<file path="src/rtl/mips_pkg.sv">
// Shared definitions for the 5-stage MIPS core: ALU operation codes and
// forwarding-select encodings used by the ID/EX stage and the forwarding unit.
package mips_pkg;

  typedef enum logic [3:0] {
    ALU_AND = 4'b0000,
    ALU_ADD = 4'b0010,
    ALU_NOR = 4'b0011,
    ALU_XOR = 4'b0100,
    ALU_SLL = 4'b0101,
    ALU_SUB = 4'b0110,
    ALU_SLT = 4'b0111,
    ALU_SRL = 4'b1000,
    ALU_SRA = 4'b1001
  } alu_op_t;

  typedef enum logic [1:0] {
    FWD_NONE  = 2'b00,
    FWD_MEMWB = 2'b01,
    FWD_EXMEM = 2'b10
  } fwd_sel_t;

endpackage

</file>
<file path="src/rtl/forwarding_unit.sv">
// Combinational forwarding select for two source registers against the
// EX/MEM and MEM/WB write ports; the nearer (EX/MEM) producer wins.
module forwarding_unit
  import mips_pkg::*;
#(
  parameter int N_BITS_REG = 5
) (
  input  logic [N_BITS_REG-1:0] i_rs_addr,
  input  logic [N_BITS_REG-1:0] i_rt_addr,
  input  logic                  i_exmem_reg_write,
  input  logic [N_BITS_REG-1:0] i_exmem_rd,
  input  logic                  i_memwb_reg_write,
  input  logic [N_BITS_REG-1:0] i_memwb_rd,
  output fwd_sel_t              o_fwd_a,
  output fwd_sel_t              o_fwd_b
);

  // Register 0 is hard-wired to zero, so a write to it never forwards.
  function automatic fwd_sel_t fwd_select(input logic [N_BITS_REG-1:0] src);
    fwd_sel_t sel;
    if (i_exmem_reg_write && (i_exmem_rd != '0) && (i_exmem_rd == src)) begin
      sel = FWD_EXMEM;
    end else if (i_memwb_reg_write && (i_memwb_rd != '0) && (i_memwb_rd == src)) begin
      sel = FWD_MEMWB;
    end else begin
      sel = FWD_NONE;
    end
    return sel;
  endfunction

  // Per-operand select from the stored source addresses.
  always_comb begin
    o_fwd_a = fwd_select(i_rs_addr);
    o_fwd_b = fwd_select(i_rt_addr);
  end

endmodule

</file>
<file path="src/rtl/id_ex_stage.sv">
// ID/EX pipeline register with operand forwarding, ALU operand selection,
// load-use hazard detection, stall (hold with forwarded-data refresh) and flush.
module id_ex_stage
  import mips_pkg::*;
#(
  parameter int N_BITS         = 32,
  parameter int N_BITS_CONTROL = 4,
  parameter int N_BITS_REG     = 5
) (
  input  logic                      i_clk,
  input  logic                      i_rst_n,
  input  logic                      i_stall,
  input  logic                      i_flush,
  input  logic                      i_valid,
  input  logic [N_BITS-1:0]         i_rs_data,
  input  logic [N_BITS-1:0]         i_rt_data,
  input  logic [N_BITS-1:0]         i_imm,
  input  logic [4:0]                i_shamt,
  input  logic [N_BITS_REG-1:0]     i_rs_addr,
  input  logic [N_BITS_REG-1:0]     i_rt_addr,
  input  logic [N_BITS_REG-1:0]     i_rd_addr,
  input  logic [N_BITS_CONTROL-1:0] i_alu_ctrl,
  input  logic                      i_alu_src,
  input  logic                      i_shift_src,
  input  logic                      i_reg_dst,
  input  logic                      i_reg_write,
  input  logic                      i_mem_read,
  input  logic                      i_mem_write,
  input  logic                      i_mem_to_reg,
  input  logic                      i_exmem_reg_write,
  input  logic [N_BITS_REG-1:0]     i_exmem_rd,
  input  logic [N_BITS-1:0]         i_exmem_data,
  input  logic                      i_memwb_reg_write,
  input  logic [N_BITS_REG-1:0]     i_memwb_rd,
  input  logic [N_BITS-1:0]         i_memwb_data,
  output logic [N_BITS-1:0]         o_dato_A,
  output logic [N_BITS-1:0]         o_dato_B,
  output logic [N_BITS_CONTROL-1:0] o_alu_ctrl,
  output logic [N_BITS-1:0]         o_store_data,
  output logic [N_BITS_REG-1:0]     o_write_reg,
  output logic                      o_reg_write,
  output logic                      o_mem_read,
  output logic                      o_mem_write,
  output logic                      o_mem_to_reg,
  output logic                      o_valid,
  output logic [1:0]                o_fwd_a,
  output logic [1:0]                o_fwd_b,
  output logic                      o_load_use_hazard
);

  typedef struct packed {
    logic                      valid;
    logic [N_BITS-1:0]         rs_data;
    logic [N_BITS-1:0]         rt_data;
    logic [N_BITS-1:0]         imm;
    logic [4:0]                shamt;
    logic [N_BITS_REG-1:0]     rs_addr;
    logic [N_BITS_REG-1:0]     rt_addr;
    logic [N_BITS_REG-1:0]     write_reg;
    logic [N_BITS_CONTROL-1:0] alu_ctrl;
    logic                      alu_src;
    logic                      shift_src;
    logic                      reg_write;
    logic                      mem_read;
    logic                      mem_write;
    logic                      mem_to_reg;
  } stage_t;

  stage_t            stage_r;
  fwd_sel_t          fwd_a_s;
  fwd_sel_t          fwd_b_s;
  logic [N_BITS-1:0] fwd_rs_s;
  logic [N_BITS-1:0] fwd_rt_s;

  forwarding_unit #(
    .N_BITS_REG (N_BITS_REG)
  ) u_forwarding_unit (
    .i_rs_addr         (stage_r.rs_addr),
    .i_rt_addr         (stage_r.rt_addr),
    .i_exmem_reg_write (i_exmem_reg_write),
    .i_exmem_rd        (i_exmem_rd),
    .i_memwb_reg_write (i_memwb_reg_write),
    .i_memwb_rd        (i_memwb_rd),
    .o_fwd_a           (fwd_a_s),
    .o_fwd_b           (fwd_b_s)
  );

  // Forwarded source values selected from the stored regfile data or a producer.
  always_comb begin
    case (fwd_a_s)
      FWD_EXMEM: fwd_rs_s = i_exmem_data;
      FWD_MEMWB: fwd_rs_s = i_memwb_data;
      default:   fwd_rs_s = stage_r.rs_data;
    endcase
    case (fwd_b_s)
      FWD_EXMEM: fwd_rt_s = i_exmem_data;
      FWD_MEMWB: fwd_rt_s = i_memwb_data;
      default:   fwd_rt_s = stage_r.rt_data;
    endcase
  end

  // ALU operand selection; shifts take the value from rt and the amount from shamt.
  always_comb begin
    if (stage_r.shift_src) begin
      o_dato_A = fwd_rt_s;
      o_dato_B = {{(N_BITS-5){1'b0}}, stage_r.shamt};
    end else begin
      o_dato_A = fwd_rs_s;
      if (stage_r.alu_src) begin
        o_dato_B = stage_r.imm;
      end else begin
        o_dato_B = fwd_rt_s;
      end
    end
  end

  // Stage register: flush beats stall beats load. A stall refreshes the data
  // fields with forwarded values so they outlive a producer that retires.
  always_ff @(posedge i_clk or negedge i_rst_n) begin
    if (!i_rst_n) begin
      stage_r <= '0;
    end else if (i_flush) begin
      stage_r <= '0;
    end else if (i_stall) begin
      stage_r.rs_data <= fwd_rs_s;
      stage_r.rt_data <= fwd_rt_s;
    end else begin
      stage_r.valid      <= i_valid;
      stage_r.rs_data    <= i_rs_data;
      stage_r.rt_data    <= i_rt_data;
      stage_r.imm        <= i_imm;
      stage_r.shamt      <= i_shamt;
      stage_r.rs_addr    <= i_rs_addr;
      stage_r.rt_addr    <= i_rt_addr;
      stage_r.write_reg  <= i_reg_dst ? i_rd_addr : i_rt_addr;
      stage_r.alu_ctrl   <= i_alu_ctrl;
      stage_r.alu_src    <= i_alu_src;
      stage_r.shift_src  <= i_shift_src;
      stage_r.reg_write  <= i_reg_write;
      stage_r.mem_read   <= i_mem_read;
      stage_r.mem_write  <= i_mem_write;
      stage_r.mem_to_reg <= i_mem_to_reg;
    end
  end

  assign o_alu_ctrl   = stage_r.alu_ctrl;
  assign o_store_data = fwd_rt_s;
  assign o_write_reg  = stage_r.write_reg;
  assign o_reg_write  = stage_r.reg_write;
  assign o_mem_read   = stage_r.mem_read;
  assign o_mem_write  = stage_r.mem_write;
  assign o_mem_to_reg = stage_r.mem_to_reg;
  assign o_valid      = stage_r.valid;
  assign o_fwd_a      = fwd_a_s;
  assign o_fwd_b      = fwd_b_s;

  // Conservative: compares against both ID indices whether or not rt is a source.
  assign o_load_use_hazard = stage_r.valid && stage_r.mem_read &&
                             (stage_r.write_reg != '0) &&
                             ((stage_r.write_reg == i_rs_addr) ||
                              (stage_r.write_reg == i_rt_addr));

endmodule
</file>
<file path="config.mk">
export PLATFORM = sky130hd
export DESIGN_NAME = id_ex_stage
export DESIGN_NICKNAME = d
export VERILOG_FILES = /design/src/rtl/mips_pkg.sv /design/src/rtl/forwarding_unit.sv /design/src/rtl/id_ex_stage.sv
export SDC_FILE = /design/constraint.sdc
export NUM_CORES = 1
export LEC_CHECK = 0
export CAP_MARGIN = 30
export CORE_MARGIN = 8
export CORE_UTILIZATION = 50
export DETAILED_ROUTE_END_ITERATION = 8
export HOLD_SLACK_MARGIN = 0.12
export PLACE_DENSITY = 0.85
export SYNTH_ARGS = -nofsm -noshare
export SYNTH_HDL_FRONTEND = slang
export SYNTH_SLANG_ARGS = --single-unit
export TNS_END_PERCENT = 30
</file>
<file path="constraint.sdc">
create_clock -name i_clk -period 5.65 [get_ports i_clk]
set_input_delay 0.565 -clock i_clk [delete_from_list [all_inputs] [get_ports i_clk]]
set_output_delay 0.565 -clock i_clk [all_outputs]
set_load 0.005 [all_outputs]
</file>
==> results.txt <==
----------------------------------------------------
[Timing]
  Actual transition at the worst max-transition pin ... 0.960 ns
  Setup TNS after final layout ... 0 ns
  Final critical-path share of the clock period ... 0.750
  Headroom to the max-slew limit ... 0.359
  Count of endpoints failing setup in the final report ... 0
  Maximum clock rate ... roughly 240 MHz
  Setup clock skew after layout ... ~0.012 ns
  Final Max Tran Viols ... 0
  Number of endpoints with negative hold slack in the final report ... 0
  RSZ-0062 raised after global routing ... false
  Setup ws final ... approximately 1.4 ns
  Post-Route Hold Slack ... 0.521 ns
  Shortest clock period the worst path allows after layout ... 4.24 ns

[Clock tree]
  CTS tree ... built
  Clock latency of the later-clocked register in the worst-skew pair ... 0.42 ns
  Gates resized, CTS repair ... 0
  Clock tree root buffer cell ... sky130_fd_sc_hd__clkbuf_16
  Cts bufs inserted ... 17
  Clock transition at the registers of the reported paths ... 0.07 ns
  Maximum clock insertion buffer count ... 2
  Htree depth ... 4
  Sinks on the clock net ... approximately 130

[Layout]
  Most common cell after layout, fill and taps aside ... sky130_fd_sc_hd__clkdlybuf4s50_1
  Layout cells sized above 1 ... 0.125
  Post-Route Utilization ... 0.714
  Area overhead of the layout relative to synthesis ... 40.7%
  Post-layout net count ... 1506
  Fill cell count ... between 1000 and 1500
  Number of flip-flops under the largest register name ... roughly 110
  Commonest cells after routing, fill and taps aside ... 319 x sky130_fd_sc_hd__clkdlybuf4s50_1, 163 x sky130_fd_sc_hd__nor2_1, 127 x sky130_fd_sc_hd__dfrtp_1
  Post-Layout Cell Count ... about 1500

[Critical path]
  Buffers and inverters on the worst path ... 3
  WP data arrival ... around 3.7 ns
  Cell Chain, Critical Path ... clkdlybuf4s50_1 -> or4_1 -> o21a_4 -> buf_4 -> a31oi_4 -> a211oi_4 -> o31ai_1 -> clkdlybuf4s50_1
  Crit path max fanout ... 29
  Maximum cell stage delay along the critical path ... 0.63 ns
  Critical path startpoint category ... primary input
  Critical path's top delay family ... buffers and inverters
  Most used cell, CP ... sky130_fd_sc_hd__clkdlybuf4s50_1
  Worst path slowest cell ... sky130_fd_sc_hd__clkdlybuf4s50_1
  Required arrival time at the worst endpoint ... about 5.1 ns
  Capturing element type of the critical path ... output pin
  Critical Setup Path Class ... primary input to output pin

[Detailed routing]
  Violation count after the first detailed-routing iteration ... a little under 800
  Number of nets with antenna violations after detailed routing ... 0
  Via-per-instance ratio ... roughly 6
  Per-cell routed wire length ... ~23 um
  Wire length after detailed routing ... 35600 um
  Number of remaining DRC errors ... 0
  Total via count after detailed routing ... approximately 9400
  Pre-Repair DR Iteration Count ... 5

[Power]
  Leak Pwr ... between 5 and 6 nW
  Peak ir drop on the vdd network ... 0.000215 V
  PwrDens ... ~220 nW/um^2

[GRT]
  GRT Util Overall ... 0.300
  Antenna violations before repair ... 3
  Wire length of the first global-routing pass ... approximately 56000 um
  Number of global-route vias before repair ... 10100
  Pin count of the biggest net entering global routing ... between 60 and 70
  Total congestion overflow after global routing ... 0

[Die]
  Die Width ... approximately 150 um
  Initial Util ... 0.508
  Core Box Area ... between 15000 and 20000 um^2
  Placement Rows ... 50
  Overall die area ... 23500 um^2
  Vertical die dimension ... between 150 and 200 um
  Top-level port count ... 323

[Placed design]
  Final estimated routing congestion in global placement ... 0.879
  Pre-CTS WS ... roughly 1.5 ns
  Port buffer count ... about 320
  Placed cell count ... 1510
  Detailed placer's ending HPWL ... between 20000 and 25000 um

[Synth]
  Post-synthesis sequential area ratio ... 0.337
  Seq cells post-synth ... approximately 130
  Async set-or-reset flop fraction in the synthesized netlist ... 1.00
  Synth Flop Type ... sky130_fd_sc_hd__dfrtp_1
  Mapped Nets ... ~1200
  Synthesized cell area ... roughly 9400 um^2
  Post-synthesis cell type count ... 39
  Synthesized area per cell ... about 9.1 um^2
  Top cells by area, synth ... sky130_fd_sc_hd__dfrtp_1 34%, sky130_fd_sc_hd__mux2i_1 6.7%, sky130_fd_sc_hd__nor2_1 6.6%
  Area share of the largest cell type after synthesis ... 0.337
  Number of standard cells after synthesis ... a little over 1000
  Post-synth EDFFs ... 0
  Most area-hungry cell type in the Yosys netlist ... sky130_fd_sc_hd__dfrtp_1
  Syn. warnings ... 0

[Job]
  Total of max-cap violations ... 0

[Outcome]
  Outcome ... finished clean

[Hold path]
  Tightest Hold Check Type ... flip-flop to flip-flop

----------------------------------------------------
-- routing by layer --
metal | track usage | vias to the layer above | share of wire
li1 | - | 4248 | -
met1 | 0.358 | 4608 | 0.40
met2 | 0.489 | 477 | 0.48
met3 | 0.0908 | 87 | 0.088
met4 | 0.137 | 2 | 0.034
met5 | 0 | - | 0.00036
-- worst reg2reg max path: stages (launching register included) --
cell	delay, ns
sky130_fd_sc_hd__dfrtp_1	0.44
sky130_fd_sc_hd__xor2_1	0.21
sky130_fd_sc_hd__nor3_4	0.21
sky130_fd_sc_hd__buf_4	0.74
sky130_fd_sc_hd__a31oi_1	0.23
sky130_fd_sc_hd__a211oi_2	0.42
sky130_fd_sc_hd__o31ai_1	0.14
-- area by class of cell --
cell class / count / area (um^2) / area share
Clock buffer: 18 / 429 / 0.0323
Clock inverter: 14 / 159 / 0.0120
Multi-Input combinational cell: 737 / 5480 / 0.413
Tap cell: 234 / 293 / 0.0221
Antenna cell: 2 / 5.00 / 0.000377
Timing Repair Buffer: 346 / 3470 / 0.261
Inverter: 69 / 260 / 0.0196
Sequential cell: 127 / 3180 / 0.239
-- synth_stat cells, types with 25 or more instances --
cell	instances
sky130_fd_sc_hd__o21ai_0	33
sky130_fd_sc_hd__o21ai_1	31
sky130_fd_sc_hd__a211oi_4	29
sky130_fd_sc_hd__a211oi_1	34
sky130_fd_sc_hd__nor2_1	166
sky130_fd_sc_hd__a31oi_2	34
sky130_fd_sc_hd__a31oi_4	25
sky130_fd_sc_hd__nand2_1	92
sky130_fd_sc_hd__inv_1	68
sky130_fd_sc_hd__a22oi_1	36
sky130_fd_sc_hd__o32ai_1	33
sky130_fd_sc_hd__mux2i_1	63
sky130_fd_sc_hd__clkbuf_1	64
sky130_fd_sc_hd__dfrtp_1	127
sky130_fd_sc_hd__a21oi_1	37
sky130_fd_sc_hd__o31ai_1	64
-- power breakdown --
group | internal (mW) | switching (mW)
clock network | 0.658 | 0.451
logic | 0.425 | 0.434
registers | 0.964 | 0.0302
-- cells by family (layout without fill, tap and decap cells) --
logic type | count (synthesis) | in the layout | synth area share
flops | 127 | 127 | 0.337
compound gates | 366 | 366 | 0.363
buf+inv | 173 | 447 | 0.0887
other cells | 0 | 2 | 0
mux | 63 | 63 | 0.0669
xor+xnor | 30 | 30 | 0.0279
simple gates | 278 | 278 | 0.117
-- through the flow --
step                      instance area, um^2  total power [mW]
final                                   13300              2.96
after global routing                    13300              3.07
after CTS                               13200              2.97
after detailed placement                12600              1.86
after global placement                  12600              1.84
after floorplan                          9430              1.42
-- repair_timing --
item                                   in CTS  in global routing
setup buffers                               0                  0
hold buffers                                1                  0
endpoints found under the hold margin       6                  0
-- worst paths after layout --
check | start | end | slack [ns] | cells past startpoint
worst max-delay path | i_memwb_rd[0] | o_dato_B[0] | 1.41 | 8
worst min-delay path | o_alu_ctrl[1] | o_alu_ctrl[1] | 0.52 | 2
worst max register to register | stage_r[15] | stage_r[89] | 3.10 | 6
worst min register to register | o_alu_ctrl[1] | o_alu_ctrl[1] | 0.52 | 2
max in group asynchronous | i_rst_n | stage_r[63] | 3.81 | 4
min in group asynchronous | i_rst_n | stage_r[55] | 0.66 | 2
(Power assumes the default switching activity.)
